`src/rtl/mac_operand_feeder_pkg.sv`:
```
// Shared definitions for the MAC operand feeder: default widths and FSM states.
// MAC contract assumed by this block: en=0 at a clock edge clears the MAC
// accumulator, en=1 accumulates ain*bin, and dout updates on that same edge.
package mac_operand_feeder_pkg;

    localparam int DEF_DATA_W = 32;
    localparam int DEF_ACC_W  = 64;
    localparam int DEF_ADDR_W = 10;
    localparam int DEF_LEN_W  = 8;

    // Cycles spent in DRAIN: two for the memory/operand pipe, one for MAC dout.
    localparam int DRAIN_CYCLES = 3;

    typedef enum logic [1:0] {
        IDLE  = 2'd0,
        ISSUE = 2'd1,
        DRAIN = 2'd2,
        DONE  = 2'd3
    } state_t;

endpackage

```
`src/rtl/feeder_addr_gen.sv`:
```
// Address generator for the feeder: walks A row-wise (+1) and B column-wise
// (+stride), both wrapping modulo 2**ADDR_W, and counts remaining elements.
module feeder_addr_gen
    import mac_operand_feeder_pkg::*;
#(
    parameter int ADDR_W = DEF_ADDR_W,
    parameter int LEN_W  = DEF_LEN_W
) (
    input  logic              clk,
    input  logic              rst,
    input  logic              load,
    input  logic              step,
    input  logic [LEN_W-1:0]  len,
    input  logic [ADDR_W-1:0] a_base,
    input  logic [ADDR_W-1:0] b_base,
    input  logic [ADDR_W-1:0] b_stride,
    output logic [ADDR_W-1:0] a_addr,
    output logic [ADDR_W-1:0] b_addr,
    output logic              last
);

    logic [ADDR_W-1:0] stride_q;
    logic [LEN_W-1:0]  remaining;

    // Latch the walk parameters on load, then advance one element per step.
    always_ff @(posedge clk or posedge rst) begin
        if (rst) begin
            a_addr    <= '0;
            b_addr    <= '0;
            stride_q  <= '0;
            remaining <= '0;
        end else if (load) begin
            a_addr    <= a_base;
            b_addr    <= b_base;
            stride_q  <= b_stride;
            remaining <= len;
        end else if (step) begin
            a_addr    <= a_addr + ADDR_W'(1);
            b_addr    <= b_addr + stride_q;
            remaining <= remaining - LEN_W'(1);
        end
    end

    assign last = (remaining == LEN_W'(1));

endmodule

```
`src/rtl/mac_operand_feeder.sv`:
```
// Streams one dot product (A row x B column) from two synchronous-read
// memories into the MAC, then captures the final accumulation with a done pulse.
module mac_operand_feeder
    import mac_operand_feeder_pkg::*;
#(
    parameter int DATA_W = DEF_DATA_W,
    parameter int ACC_W  = DEF_ACC_W,
    parameter int ADDR_W = DEF_ADDR_W,
    parameter int LEN_W  = DEF_LEN_W
) (
    input  logic              clk,
    input  logic              rst,
    input  logic              start,
    input  logic [LEN_W-1:0]  len,
    input  logic [ADDR_W-1:0] a_base,
    input  logic [ADDR_W-1:0] b_base,
    input  logic [ADDR_W-1:0] b_stride,
    output logic              a_rd_en,
    output logic [ADDR_W-1:0] a_addr,
    input  logic [DATA_W-1:0] a_rdata,
    output logic              b_rd_en,
    output logic [ADDR_W-1:0] b_addr,
    input  logic [DATA_W-1:0] b_rdata,
    output logic [DATA_W-1:0] mac_ain,
    output logic [DATA_W-1:0] mac_bin,
    output logic              mac_en,
    input  logic [ACC_W-1:0]  mac_dout,
    output logic              busy,
    output logic              done,
    output logic [ACC_W-1:0]  result
);

    localparam logic [1:0] DRAIN_LAST = 2'(DRAIN_CYCLES - 1);

    state_t     state, next_state;
    logic       accept;
    logic       issuing;
    logic       last;
    logic       rdata_vld;
    logic [1:0] drain_cnt;

    assign accept  = (state == IDLE) && start;
    assign issuing = (state == ISSUE);

    feeder_addr_gen #(
        .ADDR_W (ADDR_W),
        .LEN_W  (LEN_W)
    ) u_addr_gen (
        .clk      (clk),
        .rst      (rst),
        .load     (accept),
        .step     (issuing),
        .len      (len),
        .a_base   (a_base),
        .b_base   (b_base),
        .b_stride (b_stride),
        .a_addr   (a_addr),
        .b_addr   (b_addr),
        .last     (last)
    );

    // FSM state register.
    always_ff @(posedge clk or posedge rst) begin
        if (rst) state <= IDLE;
        else     state <= next_state;
    end

    // Next-state and decoded control outputs; len=0 skips straight to DONE.
    always_comb begin
        next_state = state;
        a_rd_en    = 1'b0;
        b_rd_en    = 1'b0;
        busy       = 1'b0;
        done       = 1'b0;
        case (state)
            IDLE: begin
                if (start) next_state = (len == '0) ? DONE : ISSUE;
            end
            ISSUE: begin
                a_rd_en = 1'b1;
                b_rd_en = 1'b1;
                busy    = 1'b1;
                if (last) next_state = DRAIN;
            end
            DRAIN: begin
                busy = 1'b1;
                if (drain_cnt == DRAIN_LAST) next_state = DONE;
            end
            DONE: begin
                done       = 1'b1;
                next_state = IDLE;
            end
            default: next_state = IDLE;
        endcase
    end

    // Counts cycles spent in DRAIN so the result is taken once MAC dout settles.
    always_ff @(posedge clk or posedge rst) begin
        if (rst)                 drain_cnt <= '0;
        else if (state != DRAIN) drain_cnt <= '0;
        else                     drain_cnt <= drain_cnt + 2'd1;
    end

    // Operand pipe: read issued in cycle c, data in c+1, MAC operands in c+2.
    // mac_en low outside that window keeps the MAC cleared between products.
    always_ff @(posedge clk or posedge rst) begin
        if (rst) begin
            rdata_vld <= 1'b0;
            mac_en    <= 1'b0;
            mac_ain   <= '0;
            mac_bin   <= '0;
        end else begin
            rdata_vld <= issuing;
            mac_en    <= rdata_vld;
            if (rdata_vld) begin
                mac_ain <= a_rdata;
                mac_bin <= b_rdata;
            end
        end
    end

    // Result capture: MAC dout at the end of the last DRAIN cycle, or 0 for len=0.
    always_ff @(posedge clk or posedge rst) begin
        if (rst)                                         result <= '0;
        else if (accept && (len == '0))                  result <= '0;
        else if ((state == DRAIN) && (drain_cnt == DRAIN_LAST)) result <= mac_dout;
    end

endmodule

```
`config.mk`:
```
export PLATFORM = sky130hd
export DESIGN_NAME = mac_operand_feeder
export DESIGN_NICKNAME = d
export VERILOG_FILES = /design/src/rtl/mac_operand_feeder_pkg.sv /design/src/rtl/feeder_addr_gen.sv /design/src/rtl/mac_operand_feeder.sv
export SDC_FILE = /design/constraint.sdc
export NUM_CORES = 1
export LEC_CHECK = 0
export CORE_MARGIN = 2
export CORE_UTILIZATION = 39
export CTS_BUF_LIST = sky130_fd_sc_hd__clkbuf_8
export DETAILED_ROUTE_END_ITERATION = 8
export HOLD_SLACK_MARGIN = 0.08
export PLACE_DENSITY = 0.83
export RECOVER_POWER = 50
export SLEW_MARGIN = 20
export SYNTH_ARGS = -nofsm -noshare
export SYNTH_HDL_FRONTEND = slang
export SYNTH_SLANG_ARGS = --single-unit
```
`constraint.sdc`:
```
create_clock -name clk -period 5.5 [get_ports clk]
set_input_delay 0.825 -clock clk [delete_from_list [all_inputs] [get_ports clk]]
set_output_delay 0.825 -clock clk [all_outputs]
set_load 0.005 [all_outputs]
```
# Word level (Yosys, flattened, before mapping)
# Cells that the tools add are included.
[word_totals]
regBits = 172
latch_bits = 0
ram_bits = 0
romBits = 0
in_bits = 169
elab_cells = 50
n_memories = 0
[classes]
n_addsub = 4
n_mul = 0
n_div = 0
n_lt_le_gt_ge = 0
n_eq_ne = 9
shifts = 0
n_mux = 17
n_bitwise = 0
n_reduce_logical = 9
[ops]
columns = ["op", "n"]
rows = [
  ["64-bit 2-to-1 mux", 2],
  ["10-bit 2-to-1 mux", 4],
  ["8-bit 2-to-1 mux", 2],
  ["10-bit by 1-bit adder with 10-bit output, second input constant", 1],
  ["10-bit adder", 1],
  ["2-bit 2-to-1 mux", 5],
  ["8-bit by 1-bit == test with 1-bit output, second input constant", 1],
  ["8-bit zero test", 1],
  ["2-bit case mux with 4 select lines", 1],
  ["8-bit by 1-bit subtractor with 8-bit output, second input constant", 1],
  ["2-bit == test, second input constant", 3],
  ["2-bit inequality test, second input constant", 3],
  ["2-bit nonzero test", 2],
  ["1-bit logical AND", 3],
  ["1-bit 2-to-1 mux", 3],
  ["3-bit AND reduction", 1],
  ["2-bit by 1-bit adder with 2-bit output, second input constant", 1],
  ["2-bit by 1-bit == test with 1-bit output, second input constant", 1],
  ["2-bit zero test", 1],
  ["2-bit by 1-bit inequality test with 1-bit output, second input constant", 1],
  ["2-bit OR reduction", 1],
]

# Logic depth before layout (Yosys ltp)
[depth]
depth_word = 4
depth_mapped = 8

# Modules after synthesis
# Synthesis repeated with hierarchy kept, for this count alone.
[hier_totals]
hier_cells = 676
area_unflattened_um2 = 7748.7
[modules_own_cells]
columns = ["module", "n_inst", "cells_each", "area_per_inst_um2", "seq_area_each_um2"]
rows = [
  ["mac_operand_feeder", 1, 445, 5561.6, 3353.2],
  ["feeder_addr_gen", 1, 231, 2187.1, 950.9],
]

# Worst setup path before layout
# No wires, ideal clock.
[synth_path]
path_type = "register to register"
startpoint = "reg u_addr_gen.b_addr[0]"
endpoint = "reg u_addr_gen.b_addr[6]"
setup_ns = 0.135
arrival_ns = 1.906
slack_ns = 3.459
path_stages_with_launch = 8
n_path_buf = 0
period_less_slack_ns = 2.041
path_cell_list = "dfrtp_1 -> ha_1 -> fa_1 -> a211oi_1 -> o21ai_0 -> a21o_1 -> a31oi_1 -> o21ai_0"
[synth_between]
elab_chain_cells = 3
[synth_rtl]
columns = ["item", "line_no", "source"]
rows = [
  ["from (decl)", "feeder_addr_gen.sv:18", "output logic [ADDR_W-1:0] b_addr,"],
  ["from (signal assigned)", "feeder_addr_gen.sv:34", "b_addr <= b_base;"],
  ["from (signal assigned)", "feeder_addr_gen.sv:39", "b_addr <= b_addr + stride_q;"],
  ["10-bit adder", "feeder_addr_gen.sv:39", ""],
  ["10-bit 2-to-1 mux", "feeder_addr_gen.sv:37", "end else if (step) begin"],
  ["10-bit 2-to-1 mux", "feeder_addr_gen.sv:32", "end else if (load) begin"],
]
# No other way between the ends. The select of a mux whose other input is x is not followed.
# A chain may end at the register's enable or synchronous reset.

# Final worst setup path
[layout_path]
startpoint = "reg state[1]"
endpoint = "out a_rd_en"
[layout_between]
elab_chain_cells = 2
[layout_rtl]
columns = ["item", "line_no", "source"]
rows = [
  ["from (decl)", "mac_operand_feeder.sv:35", "state_t state, next_state;"],
  ["from (signal assigned)", "mac_operand_feeder.sv:65", "else state <= next_state;"],
  ["2-bit by 1-bit == test with 1-bit output", "mac_operand_feeder.sv:75", "case (state)"],
  ["1-bit 2-to-1 mux", "mac_operand_feeder.sv:75", ""],
  ["to (decl)", "mac_operand_feeder.sv:18", "output logic a_rd_en,"],
]
# No other way between the ends.

==> metrics.md <==
| Metric | Value |
|---|---|
| Hold-critical path endpoint | drain_cnt[0] |
| Core ar. | 18,600 µm² |
| R2R Path Start | rdata_vld |
| Final WS setup | 1.88 ns |
| Dpl hpwl | 15.3 mm |
| Num Clock Sinks | 172 |
| Drt first pass iters | 4 |
| Routed len/inst | 16.8 µm |
| Post-synth EDFFs | 0 |
| TritonCTS buffer count | 17 |
| DRC | 0 |
| Critical path capture point type | primary output |
| Total GRT Usage | 20.6% |
| Vias in the first global route | 6,204 |
| Asr flop ratio synth | 100% |
| Avg Inst Size Synth | 10.7 µm² |
| Worst slew pin tran | 3.38 ns |
| Clk root buf | clkbuf_8 |
| Routed vias | 6,191 |
| Post-CTS Setup Inserts | 0 |
| Max VDD drop | 0.000339 V |
| Clock Skew | 0.0189 ns |
| RSZ-0062 raised after global routing | false |
| Status | finished, violations left |
| Synth cell count leaders | nand2_1, dfrtp_1, a21oi_1 |
| RePlAce Congestion | 0.813 |
| Max-cap violation count | 2 |
| Failing checks | max-capacitance violations, max-slew violations |
| Die area | 20,100 µm² |
| Clk slew on worst S/H paths | 0.09 ns |
| Pre-CTS setup slack | 2.45 ns |
| Final Critical Period | 3.62 ns |
| Area of the multi-input gates | 2910 µm² |
| CP max FO | 26 |
| CTS Buffer Depth | 2 |
| Worst setup path class | register to primary output |
| Final period utilization | 65.8% |
| Max Transition Viols Final | 98 |
| Worst skew pair latency | 0.45 ns |
| Count leader, synth | nand2_1 |
| H-tree levels | 4 |
| Nets@finish | 1,187 |
| Starting Density | 39.7% |
| RR Endpoint | mac_bin[16] |
| CP startpoint kind | register |
| Pwr/cell area | 541 nW/µm² |
| Filler cell count | 1,580 |
| Post-synth cell types | 44 |
| Setup_tns | 0 ns |
| Leakage power | 4.74 nW |
| N_diodes | 0 |
| Synthesis Warnings | 0 |
| Top-area cell type share of the netlist area | 58.1% |
| Post-cts sizing count | 0 |
| Syn Inst Count | 691 |
| R2R Setup Slk | 2.15 ns |
| Final Setup Violations | 0 |
| Total gr overflow | 0 |
| Largest net degree at the start of global routing | 103 |
| Input/output buffers | 321 |
| Hold slack | 0.431 ns |
| Area grow syn2layout | 50.6% |
| Post-route ant nets | 0 |
| Hold Crit Depth | 1 |
| Synthesis-stage register bit count | 172 |
| CTS Hold Bufs | 0 |
| Ys flop type | dfrtp_1 |
| WP data arrival | 2.80 ns |
| Syn nets | 879 |
| Std-Cell Rows | 50 |
| Worst EP required | 4.68 ns |
| I/O pins | 322 |
| Register Area | 4310 µm² |
| Final hold vios | 0 |
| Min-delay src | drain_cnt[0] |
| Drt total wl | 21.0 mm |
| Layout cells sized above 1 | 11.2% |
| Die Wd | 142 µm |
| Mapped Area | 7410 µm² |
| Initial DRC Count | 292 |
| Min-delay worst type | register to register |
| Vias/cell | 4.97 |
| CTS tree | done |
| Highest achievable clock rate | 276 MHz |
| First-pass GRT wire length | 32.6 mm |
| Post-synth top area cell | dfrtp_1 |
| Die H | 142 µm |
| Register area share after synthesis | 58.1% |
| Initial antenna violation count | 0 |
| Worst-case reg-to-reg path depth | 2 |
| Rel. slew slack | -125% |
| Fin util | 59.8% |
| Largest cells by area after synthesis | dfrtp_1, mux2_2, nand2_1, a21oi_1, ha_1 |
layout make-up:
class                   instances  share of cell area (%)
clock buffers                  17                    2.10
clock inverters                15                    1.22
inverters                       8                   0.314
multi-input cells             473                    26.1
flip-flops and latches        172                    38.6
well taps                     234                    2.62
repair buffers                327                    29.1
per-layer routing:
metal,share of wire [%],global-route usage [%],wire length [µm]
met2,52,37.0,10900
met4,2.9,8.00,616
met5,0,0,0
met1,40,24.0,8370
met3,5.4,4.35,1130
through the flow:
| step | instances | total power (W) | cell area, µm² |
|---|---|---|---|
| 4_1_cts | 1246 | 0.00611 | 11200 |
| 2_1_floorplan | 691 | 0.00364 | 7410 |
| 6_report | 1246 | 0.00604 | 11200 |
| 3_5_place_dp | 1214 | 0.00526 | 10800 |
| 3_3_place_gp | 1214 | 0.00515 | 10800 |
| 5_1_grt | 1246 | 0.00647 | 11200 |
kinds of logic (layout without fill, tap and decap cells):
kind of cell,count (synthesis),after routing,synth area share [%]
and+or+nand+nor,241,241,13.6
DFF,172,172,58.1
AOI/OAI and AO/OA,124,124,9.42
muxes,71,71,10.7
buffers and inverters,46,367,2.74
adders and majority gates,19,19,3.31
xor gates and xnor gates,18,18,2.13
layout by cell type, fill, tap and decap left out, drive strengths merged, types with 5 or more instances in the layout:
cell type and count:
clkdlybuf4s50 307, nand2 191, dfrtp 172, a21oi 75, mux2 64, o21ai 30, clkbuf 20, ha 18
inv 15, dlygate4sd3 14, nor2 12, xor2 10, nand3 9, xnor2 8, mux2i 7, and3 6
nor4 5, a21o 5, clkinv 5
worst max-delay path by stage:
stage | start | slack [ns] | endpoint | depth (start not counted)
after global placement | start | 2.14 | result[27] | 5
after CTS | state[1] | 2.60 | b_rd_en | 4
final | state[1] | 1.88 | a_rd_en | 4
after global routing | rst | 1.66 | rdata_vld | 3
after detailed placement | len[2] | 2.45 | result[51] | 4
after floorplan | rst | 0.01 | drain_cnt[0] | 1
sequential cells by signal, summed over array words and instances, names as in the netlist, 2 cells and up:
| register | cells |
|---|---|
| mac_ain | 32 |
| u_addr_gen.stride_q | 10 |
| mac_bin | 32 |
| u_addr_gen.remaining | 8 |
| u_addr_gen.a_addr | 10 |
| u_addr_gen.b_addr | 10 |
| drain_cnt | 2 |
| state | 2 |
| result | 64 |
power breakdown:
part | switching (W) | leakage, nW | internal (W) | total (W)
Sequential | 0.000382 | 1.91 | 0.00189 | 0.00227
Clock | 0.000504 | 0.183 | 0.000329 | 0.000833
Combinational | 0.00115 | 2.65 | 0.00179 | 0.00294
Total | 0.00204 | 4.74 | 0.00400 | 0.00604
critical path, cell delays in order (launching register included):
cell             delay (ns)
dfrtp_1                0.41
inv_1                  0.13
ha_1                   0.16
clkbuf_1               0.95
clkdlybuf4s50_1        0.69
Note: power is estimated with default switching activity, not from simulation.
